File: config.mk
export PLATFORM = sky130hd
export DESIGN_NAME = ser_port_seq
export DESIGN_NICKNAME = d
export VERILOG_FILES = /design/src/rtl/ser_port_pkg.sv /design/src/rtl/ser_port_clkdiv.sv /design/src/rtl/ser_port_seq.sv
export SDC_FILE = /design/constraint.sdc
export NUM_CORES = 1
export LEC_CHECK = 0
export CAP_MARGIN = 25
export CELL_PAD_IN_SITES_DETAIL_PLACEMENT = 1
export CELL_PAD_IN_SITES_GLOBAL_PLACEMENT = 2
export CORE_MARGIN = 3
export CORE_UTILIZATION = 32
export DETAILED_ROUTE_END_ITERATION = 16
export PLACE_DENSITY_LB_ADDON = 0.1
export SETUP_SLACK_MARGIN = 0.02
export SLEW_MARGIN = 10
export SYNTH_ARGS = -nofsm -noshare
export SYNTH_HDL_FRONTEND = slang
export SYNTH_SLANG_ARGS = --single-unit
File: constraint.sdc
create_clock -name clk -period 1.8 [get_ports clk]
set_input_delay 0.27 -clock clk [delete_from_list [all_inputs] [get_ports clk]]
set_output_delay 0.27 -clock clk [all_outputs]
set_load 0.05 [all_outputs]
File: src/rtl/ser_port_pkg.sv
// ser_port_pkg: shared definitions for the ser_port_seq serial port sequencer.
//   - state_t       : serial engine FSM states
//   - REG_*         : register addresses inside the bus window
//   - BIT_*         : STATUS (read) / CTRL (write) bit positions
package ser_port_pkg;

    typedef enum logic [1:0] {
        IDLE = 2'd0,
        LOW  = 2'd1,
        HIGH = 2'd2,
        HOLD = 2'd3
    } state_t;

    localparam logic [1:0] REG_STAT = 2'd0;
    localparam logic [1:0] REG_DATA = 2'd1;
    localparam logic [1:0] REG_DIV  = 2'd2;

    // STATUS read bits
    localparam int BIT_BUSY    = 0;
    localparam int BIT_DONE    = 1;
    // CTRL write bits (irq_en and keep_cs also read back in STATUS)
    localparam int BIT_CS_CLR  = 0;
    localparam int BIT_IRQ_EN  = 6;
    localparam int BIT_KEEP_CS = 7;

endpackage

File: src/rtl/ser_port_clkdiv.sv
// ser_port_clkdiv: half-period counter for the serial clock.
//   clk   : system clock
//   rst   : synchronous reset, active-high
//   clear : restart the count from 0 (start of a transfer)
//   div   : terminal count; one half-period lasts div+1 cycles
//   tick  : high in the last cycle of each half-period (count == div)
module ser_port_clkdiv #(
    parameter int DIV_W = 4
) (
    input  logic             clk,
    input  logic             rst,
    input  logic             clear,
    input  logic [DIV_W-1:0] div,
    output logic             tick
);

    logic [DIV_W-1:0] cnt;

    assign tick = (cnt == div);

    always_ff @(posedge clk) begin
        if (rst || clear || tick) begin
            cnt <= '0;
        end else begin
            cnt <= cnt + DIV_W'(1);
        end
    end

endmodule

File: src/rtl/ser_port_seq.sv
// ser_port_seq: bus-mapped sequencer for one bit-serial peripheral port.
// Shifts DATA_W bits MSB-first on sdo while capturing sdi, framed by scs.
//
// Ports:
//   clk, rst          : system clock, synchronous active-high reset
//   bus_sel           : access strobe (already window-decoded)
//   bus_addr          : 0 STATUS/CTRL, 1 DATA, 2 DIV, 3 reserved (reads 0)
//   bus_rw            : 1 read, 0 write
//   bus_wdata         : write data
//   bus_rdata         : combinational read data, 0 unless bus_sel & bus_rw
//   bus_rdy           : low only for a DATA write while a transfer runs
//   scs, sclk, sdo    : chip select (active-high), serial clock, data out
//   sdi               : serial data in
//   busy              : transfer in progress
//   irq               : done interrupt (only when SER_PORT_IRQ_EN is defined)
//
// Optional feature macro: SER_PORT_IRQ_EN adds irq and the CTRL/STATUS irq_en bit.
module ser_port_seq
    import ser_port_pkg::*;
#(
    parameter int DATA_W = 8,
    parameter int DIV_W  = 4
) (
    input  logic              clk,
    input  logic              rst,
    input  logic              bus_sel,
    input  logic [1:0]        bus_addr,
    input  logic              bus_rw,
    input  logic [DATA_W-1:0] bus_wdata,
    output logic [DATA_W-1:0] bus_rdata,
    output logic              bus_rdy,
    output logic              scs,
    output logic              sclk,
    output logic              sdo,
    input  logic              sdi,
    output logic              busy
`ifdef SER_PORT_IRQ_EN
    ,
    output logic              irq
`endif
);

    localparam int CNT_W = (DATA_W > 1) ? $clog2(DATA_W) : 1;

    state_t             state_q, state_d;
    logic [DATA_W-1:0]  shift_q;
    logic [DATA_W-1:0]  rx_q;
    logic [DIV_W-1:0]   div_q;
    logic [CNT_W-1:0]   bit_cnt_q;
    logic               cap_q;
    logic               scs_q;
    logic               keep_cs_q;
    logic               done_q;
    logic               tick;
    logic               last_bit;
    logic               done_set;
    logic               irq_en_rd;

    logic wr_acc, rd_acc, data_wr, ctrl_wr, div_wr, data_rd;

    // Bus decode
    assign busy    = (state_q != IDLE);
    assign bus_rdy = ~(bus_sel & ~bus_rw & (bus_addr == REG_DATA) & busy);
    assign wr_acc  = bus_sel & ~bus_rw & bus_rdy;
    assign rd_acc  = bus_sel & bus_rw;
    // bus_rdy already holds off DATA writes while busy, so this only fires in IDLE
    assign data_wr = wr_acc & (bus_addr == REG_DATA);
    assign ctrl_wr = wr_acc & (bus_addr == REG_STAT);
    assign div_wr  = wr_acc & (bus_addr == REG_DIV) & ~busy;
    assign data_rd = rd_acc & (bus_addr == REG_DATA);

    assign last_bit = (bit_cnt_q == CNT_W'(DATA_W - 1));
    assign done_set = (state_q == HOLD) & tick;

    // Serial outputs decoded from the registered state
    assign scs  = scs_q;
    assign sclk = (state_q == HIGH);
    assign sdo  = ((state_q == LOW) || (state_q == HIGH)) & shift_q[DATA_W-1];

    ser_port_clkdiv #(.DIV_W(DIV_W)) u_clkdiv (
        .clk   (clk),
        .rst   (rst),
        .clear (data_wr),
        .div   (div_q),
        .tick  (tick)
    );

    always_ff @(posedge clk) begin
        if (rst) begin
            state_q <= IDLE;
        end else begin
            state_q <= state_d;
        end
    end

    always_comb begin
        state_d = state_q;
        case (state_q)
            IDLE:    if (data_wr) state_d = LOW;
            LOW:     if (tick)    state_d = HIGH;
            HIGH:    if (tick)    state_d = last_bit ? HOLD : LOW;
            HOLD:    if (tick)    state_d = IDLE;
            default:              state_d = IDLE;
        endcase
    end

    always_ff @(posedge clk) begin
        if (rst) begin
            shift_q   <= '0;
            rx_q      <= '0;
            div_q     <= '0;
            bit_cnt_q <= '0;
            cap_q     <= 1'b0;
            scs_q     <= 1'b0;
            keep_cs_q <= 1'b0;
            done_q    <= 1'b0;
        end else begin
            case (state_q)
                IDLE: begin
                    if (data_wr) begin
                        shift_q   <= bus_wdata;
                        bit_cnt_q <= '0;
                        scs_q     <= 1'b1;
                    end else if (ctrl_wr && bus_wdata[BIT_CS_CLR]) begin
                        scs_q     <= 1'b0;
                    end
                end
                LOW: begin
                    // sdi is sampled as sclk is about to rise
                    if (tick) cap_q <= sdi;
                end
                HIGH: begin
                    if (tick) begin
                        shift_q <= {shift_q[DATA_W-2:0], cap_q};
                        if (!last_bit) bit_cnt_q <= bit_cnt_q + CNT_W'(1);
                    end
                end
                HOLD: begin
                    if (tick) begin
                        rx_q  <= shift_q;
                        scs_q <= keep_cs_q;
                    end
                end
                default: ;
            endcase

            if (ctrl_wr) keep_cs_q <= bus_wdata[BIT_KEEP_CS];
            if (div_wr)  div_q     <= bus_wdata[DIV_W-1:0];

            // A completing transfer beats a simultaneous DATA read
            if (done_set)     done_q <= 1'b1;
            else if (data_rd) done_q <= 1'b0;
        end
    end

`ifdef SER_PORT_IRQ_EN
    logic irq_en_q;
    logic irq_q;

    always_ff @(posedge clk) begin
        if (rst) begin
            irq_en_q <= 1'b0;
            irq_q    <= 1'b0;
        end else begin
            if (ctrl_wr) irq_en_q <= bus_wdata[BIT_IRQ_EN];
            if (done_set)     irq_q <= irq_q | irq_en_q;
            else if (data_rd) irq_q <= 1'b0;
        end
    end

    assign irq       = irq_q;
    assign irq_en_rd = irq_en_q;
`else
    assign irq_en_rd = 1'b0;
`endif

    always_comb begin
        bus_rdata = '0;
        if (rd_acc) begin
            case (bus_addr)
                REG_STAT: begin
                    bus_rdata[BIT_BUSY]    = busy;
                    bus_rdata[BIT_DONE]    = done_q;
                    bus_rdata[BIT_IRQ_EN]  = irq_en_rd;
                    bus_rdata[BIT_KEEP_CS] = keep_cs_q;
                end
                REG_DATA: bus_rdata = rx_q;
                REG_DIV:  bus_rdata[DIV_W-1:0] = div_q;
                default:  bus_rdata = '0;
            endcase
        end
    end

endmodule

# == Word level (Yosys, flattened, before mapping) ==
# Index checks and enable logic that the tools add are counted.
# op_classes
add_sub_neg,2
eq_ne,13
muxes,24
n_bitwise,15
reduce_logical,16
# op_table
operator,count
two-way mux 8 bit,3
case mux 8 bit (2 select lines),1
bitwise AND 1 bit,12
two-way mux 2 bit,6
two-way mux 3 bit,3
case mux 2 bit (2 select lines),2
case mux 2 bit (4 select lines),1
AND reduction 4 bit,2
nonzero test 2 bit,4
"equality test 2 bit, second input constant",3
"!= test 2 bit, second input constant",3
case mux 2 bit (3 select lines),1
case mux 3 bit (2 select lines),1
AND reduction 3 bit,2
two-way mux 1 bit,5
"adder 4 x 1 -> 4 bit, second input constant",1
"equality test 2 x 1 -> 1 bit, second input constant",2
equality test 4 bit,1
zero test 2 bit,2
"!= test 2 x 1 -> 1 bit, second input constant",2
AND reduction 2 bit,2
"adder 3 x 1 -> 3 bit, second input constant",1
"equality test 3 bit, second input constant",1
logical OR 1 bit,3
other kinds (4),6
# word_totals
register_bits,33
in_bits,15
out_inout_bits,13
wordCells,80

# == Longest topological paths before layout ==
# depth
ltp_word,11
depth_mapped,7
ltp_nobuf,6

# == By module ==
# Synthesis repeated with hierarchy kept, for this count alone.
# hier_totals
cells_unflattened,207
hier_area_um2,1854.3
# by_module_without_submodules
mod,instances,cells_each,area_each_um2,seq_area_each_um2
ser_port_seq,1,190,1649.1,580.6
ser_port_clkdiv,1,17,205.2,80.1

# == Least setup slack after synthesis ==
# Ideal clock, no wire load.
# synth_path
path_kind,reg-to-output
from,register state_q[0]
to,output bus_rdata[0]
arrival_time_ns,2.301
required_time_ns,1.530
path_slack_ns,-0.771
path_stages_with_launch,6
n_path_buf,0
cell_sequence,dfxtp_1 -> inv_1 -> ha_1 -> inv_1 -> a222oi_1 -> nor3_1
# synth_via
elab_chain_cells,3
# synth_rtl
element,line,rtl
"start, declared",ser_port_seq.sv:45,"state_t state_q, state_d;"
"start signal, assigned",ser_port_seq.sv:92,state_q <= state_d;
nonzero test 2 bit,ser_port_seq.sv:62,assign busy = (state_q != IDLE);
net busy,ser_port_seq.sv:36,output logic busy
case mux 2 bit (3 select lines),ser_port_seq.sv:180,case (bus_addr)
two-way mux 8 bit,ser_port_seq.sv:179,if (rd_acc) begin
"end, declared",ser_port_seq.sv:30,"output logic [DATA_W-1:0] bus_rdata,"
# The timed path passes the listed nets, and every way through them passes these cells.

# == Worst setup path after layout ==
# layout_path
from,register state_q[1]
to,output bus_rdata[0]
# layout_via
elab_chain_cells,3
# layout_rtl
element,line
nonzero test 2 bit,ser_port_seq.sv:62
case mux 2 bit (3 select lines),ser_port_seq.sv:180
two-way mux 8 bit,ser_port_seq.sv:179
# No other way between the ends.

==> results.yml <==
run_status:
  status: "complete, but fails checks"
  violations: "negative setup slack"
clocking:
  tritoncts: "yes"
  clock_sinks: 33
  clk_pin_slew_ns: 0.07
  htreeDepth: 2
  clk_latency_ns: 0.29
  cts_buffers: 5
  ctsLongestPathBuffers: 2
  root_buffer: "clkbuf_8"
logic_synthesis:
  yosysSeqAreaShare: 0.3745
  syn_area_per_cell_um2: 8.734
  synth_area_leaders: "dfxtp_1, ha_1, a21oi_1"
  synth_edf_count: 0
  ys_top_cells_by_count: "dfxtp_1, a21oi_1, inv_1, nor2_1, nand3_1"
  synth_seq_cells: 33
  synth_top_cell_by_area: "dfxtp_1"
  synth_most_common_cell: "dfxtp_1"
  postSynthCellCount: 202
  synth_ff_type: "dfxtp_1"
  ys_async_sr_fraction: 0
  synth_cell_type_count: 41
  synthesis.area_um2: 1764
  synth_fp_nets: 229
  yosys_warnings: 0
  yosys.area.top_type_share: 0.3745
routing:
  vias: 1656
  wl_per_cell_um: 17.06
  drt_iter0_drc: 109
  drt_pre_antenna_iters: 4
  drcViolationCount: 0
  wl_mm: 5.510
  vias_per_cell: 5.127
  ant_nets: 0
timing:
  finalMaxSlewViolations: 0
  hold_viol: 0
  max_clock_freq_mhz: 552.8
  tns_ns: -0.008955
  fin_crit_sh: 1.005
  setup_violations: 1
  clock_skew_ns: 0.008066
  worst_slack_ns: -0.008955
  period_needed_ns: 1.809
  rsz0062_at_grt: "yes"
  worst_pin_slew_ns: 0.4972
  fin_hold_ws_ns: 0.4676
  timing.slew.headroom: 0.6675
layout:
  finalInstanceArea_um2: 2635
  drive_gt1_frac: 0.3320
  nFillCells: 608
  final_nets: 279
  stdcell_count: 323
  multi_input_area_um2: 1129
  antenna_cells: 0
  seq_area_um2: 663.1
  fin_util: 0.5063
  area_delta_synth_final_pct: 49.36
global_route:
  grt_pass1_vias: 1791
  grt_overflow_total: 0
  grt_usage: 0.1812
  grt_pass1_wl_mm: 8.935
  antenna_found_initial: 0
  grt_max_degree: 20
setup_path:
  cp-start-kind: "flip-flop"
  criticalPathCategory: "reg -> out"
  arrival_ns: 1.54
  endpoint_kind: "primary output"
  r2r_cells: 6
  crit_path_max_fanout: 2
  r2r_end: "bit_cnt_q[1]"
  rrSetupSlack_ns: 0.14
  cp.required_ns: 1.53
  rr_startpoint: "state_q[0]"
placement:
  dpl.cell_count: 309
  gp_congestion: 0.8085
  dp_hpwl_mm: 4.201
  dp_slack_ns: -0.4723
  placed_area_um2: 2407
  portBuffers: 27
floorplan:
  start_util: 0.3389
  core_um2: 5205
  die_w_um: 80.25
  io_pins: 28
  dieArea_um2: 6440
  rows: 26
  die_h_um: 80.25
flow_run:
  max-cap-violations: 0
hold_path:
  hold_depth: 2
  hp-class: "reg -> reg"
  hold_start: "bit_cnt_q[1]"
  min_to: "bit_cnt_q[1]"
power:
  power_density_nw_per_um2: 822.5
  ir_drop_v: 0.0004690
  p_total_mw: 2.167
  p_leak_nw: 1.047
==> how the worst max path moves through the flow <==
stage                            from      endpoint  slack, ns  depth (start not counted)
after floorplan            state_q[0]  bus_rdata[0]     -0.002                          5
after global routing       state_q[1]  bus_rdata[0]      -0.07                          7
final                      state_q[1]  bus_rdata[0]     -0.009                          7
after detailed placement  bus_addr[0]  bus_rdata[1]      -0.47                          7
after CTS                 bus_addr[1]  bus_rdata[1]      -0.02                          8
after global placement    bus_addr[0]  bus_rdata[1]      -0.32                          7
==> layout by cell type (no fill, tap or decap), drive strengths merged, types with 2 or more instances in the layout <==
| master | n |
|---|---|
| and2 | 4 |
| mux2 | 2 |
| clkdlybuf4s50 | 12 |
| o21ai | 10 |
| inv | 17 |
| a22oi | 3 |
| nor2 | 16 |
| nand2 | 4 |
| buf | 41 |
| o41ai | 3 |
| nand3 | 14 |
| a21oi | 21 |
| a222oi | 2 |
| nor3 | 5 |
| a31oi | 2 |
| or4 | 3 |
| dfxtp | 33 |
| clkbuf | 6 |
| o221a | 8 |
| mux2i | 5 |
| nand2b | 3 |
| clkinv | 2 |
| ha | 12 |
| xnor2 | 5 |
| nand4 | 2 |
| nor2b | 4 |
==> critical path, cell delays in order, from the launching register on <==
cell and delay, ns:
dfxtp_2 0.33, inv_2 0.08, ha_4 0.15, clkinvlp_4 0.08, a222oi_1 0.24, buf_4 0.19, nor3_4 0.03, buf_6 0.15
==> kinds of logic after synthesis <==
kind of cell,share of synthesized area
fa+ha+maj,0.08510
flops,0.3745
mux,0.04113
buf+inv,0.06737
compound gates,0.2149
xor+xnor,0.03404
simple gates,0.1830
==> repair_timing <==
action                                  4_1_cts  5_1_grt
endpoints found under the setup margin       20       19
gates resized for setup                      20       17
pin swaps                                     5        3
setup buffers                                 6        0
hold buffers                                  0        0
==> registers in the layout, indices dropped and copies added (netlist names) <==
| register | count |
|---|---|
| bit_cnt_q | 3 |
| cap_q | 1 |
| div_q | 4 |
| done_q | 1 |
| keep_cs_q | 1 |
| rx_q | 8 |
| scs | 1 |
| shift_q | 8 |
| state_q | 2 |
| u_clkdiv.cnt | 4 |
==> where the power goes <==
group,switching (mW),leakage [nW],internal [mW]
combinational,0.425,0.735,0.386
clock,0.276,0.0450,0.268
sequential,0.0371,0.268,0.775
total,0.738,1.05,1.43
==> routing by layer <==
metal	global-route usage	vias up	share of wire
met2	0.3187	21	0.52
met5	0	-	0
met1	0.2218	810	0.44
met4	0.05574	0	0.011
li1	-	821	-
met3	0.03363	4	0.028
==> final cells by class <==
type | instances | share of cell area
multi-input combinational | 140 | 0.4283
sequential | 33 | 0.2517
timing repair buffer | 54 | 0.2274
tap | 70 | 0.03324
inverter | 18 | 0.02802
clock buffer | 6 | 0.02754
clock inverter | 2 | 0.003799
Note: power is estimated with default switching activity, not from simulation.
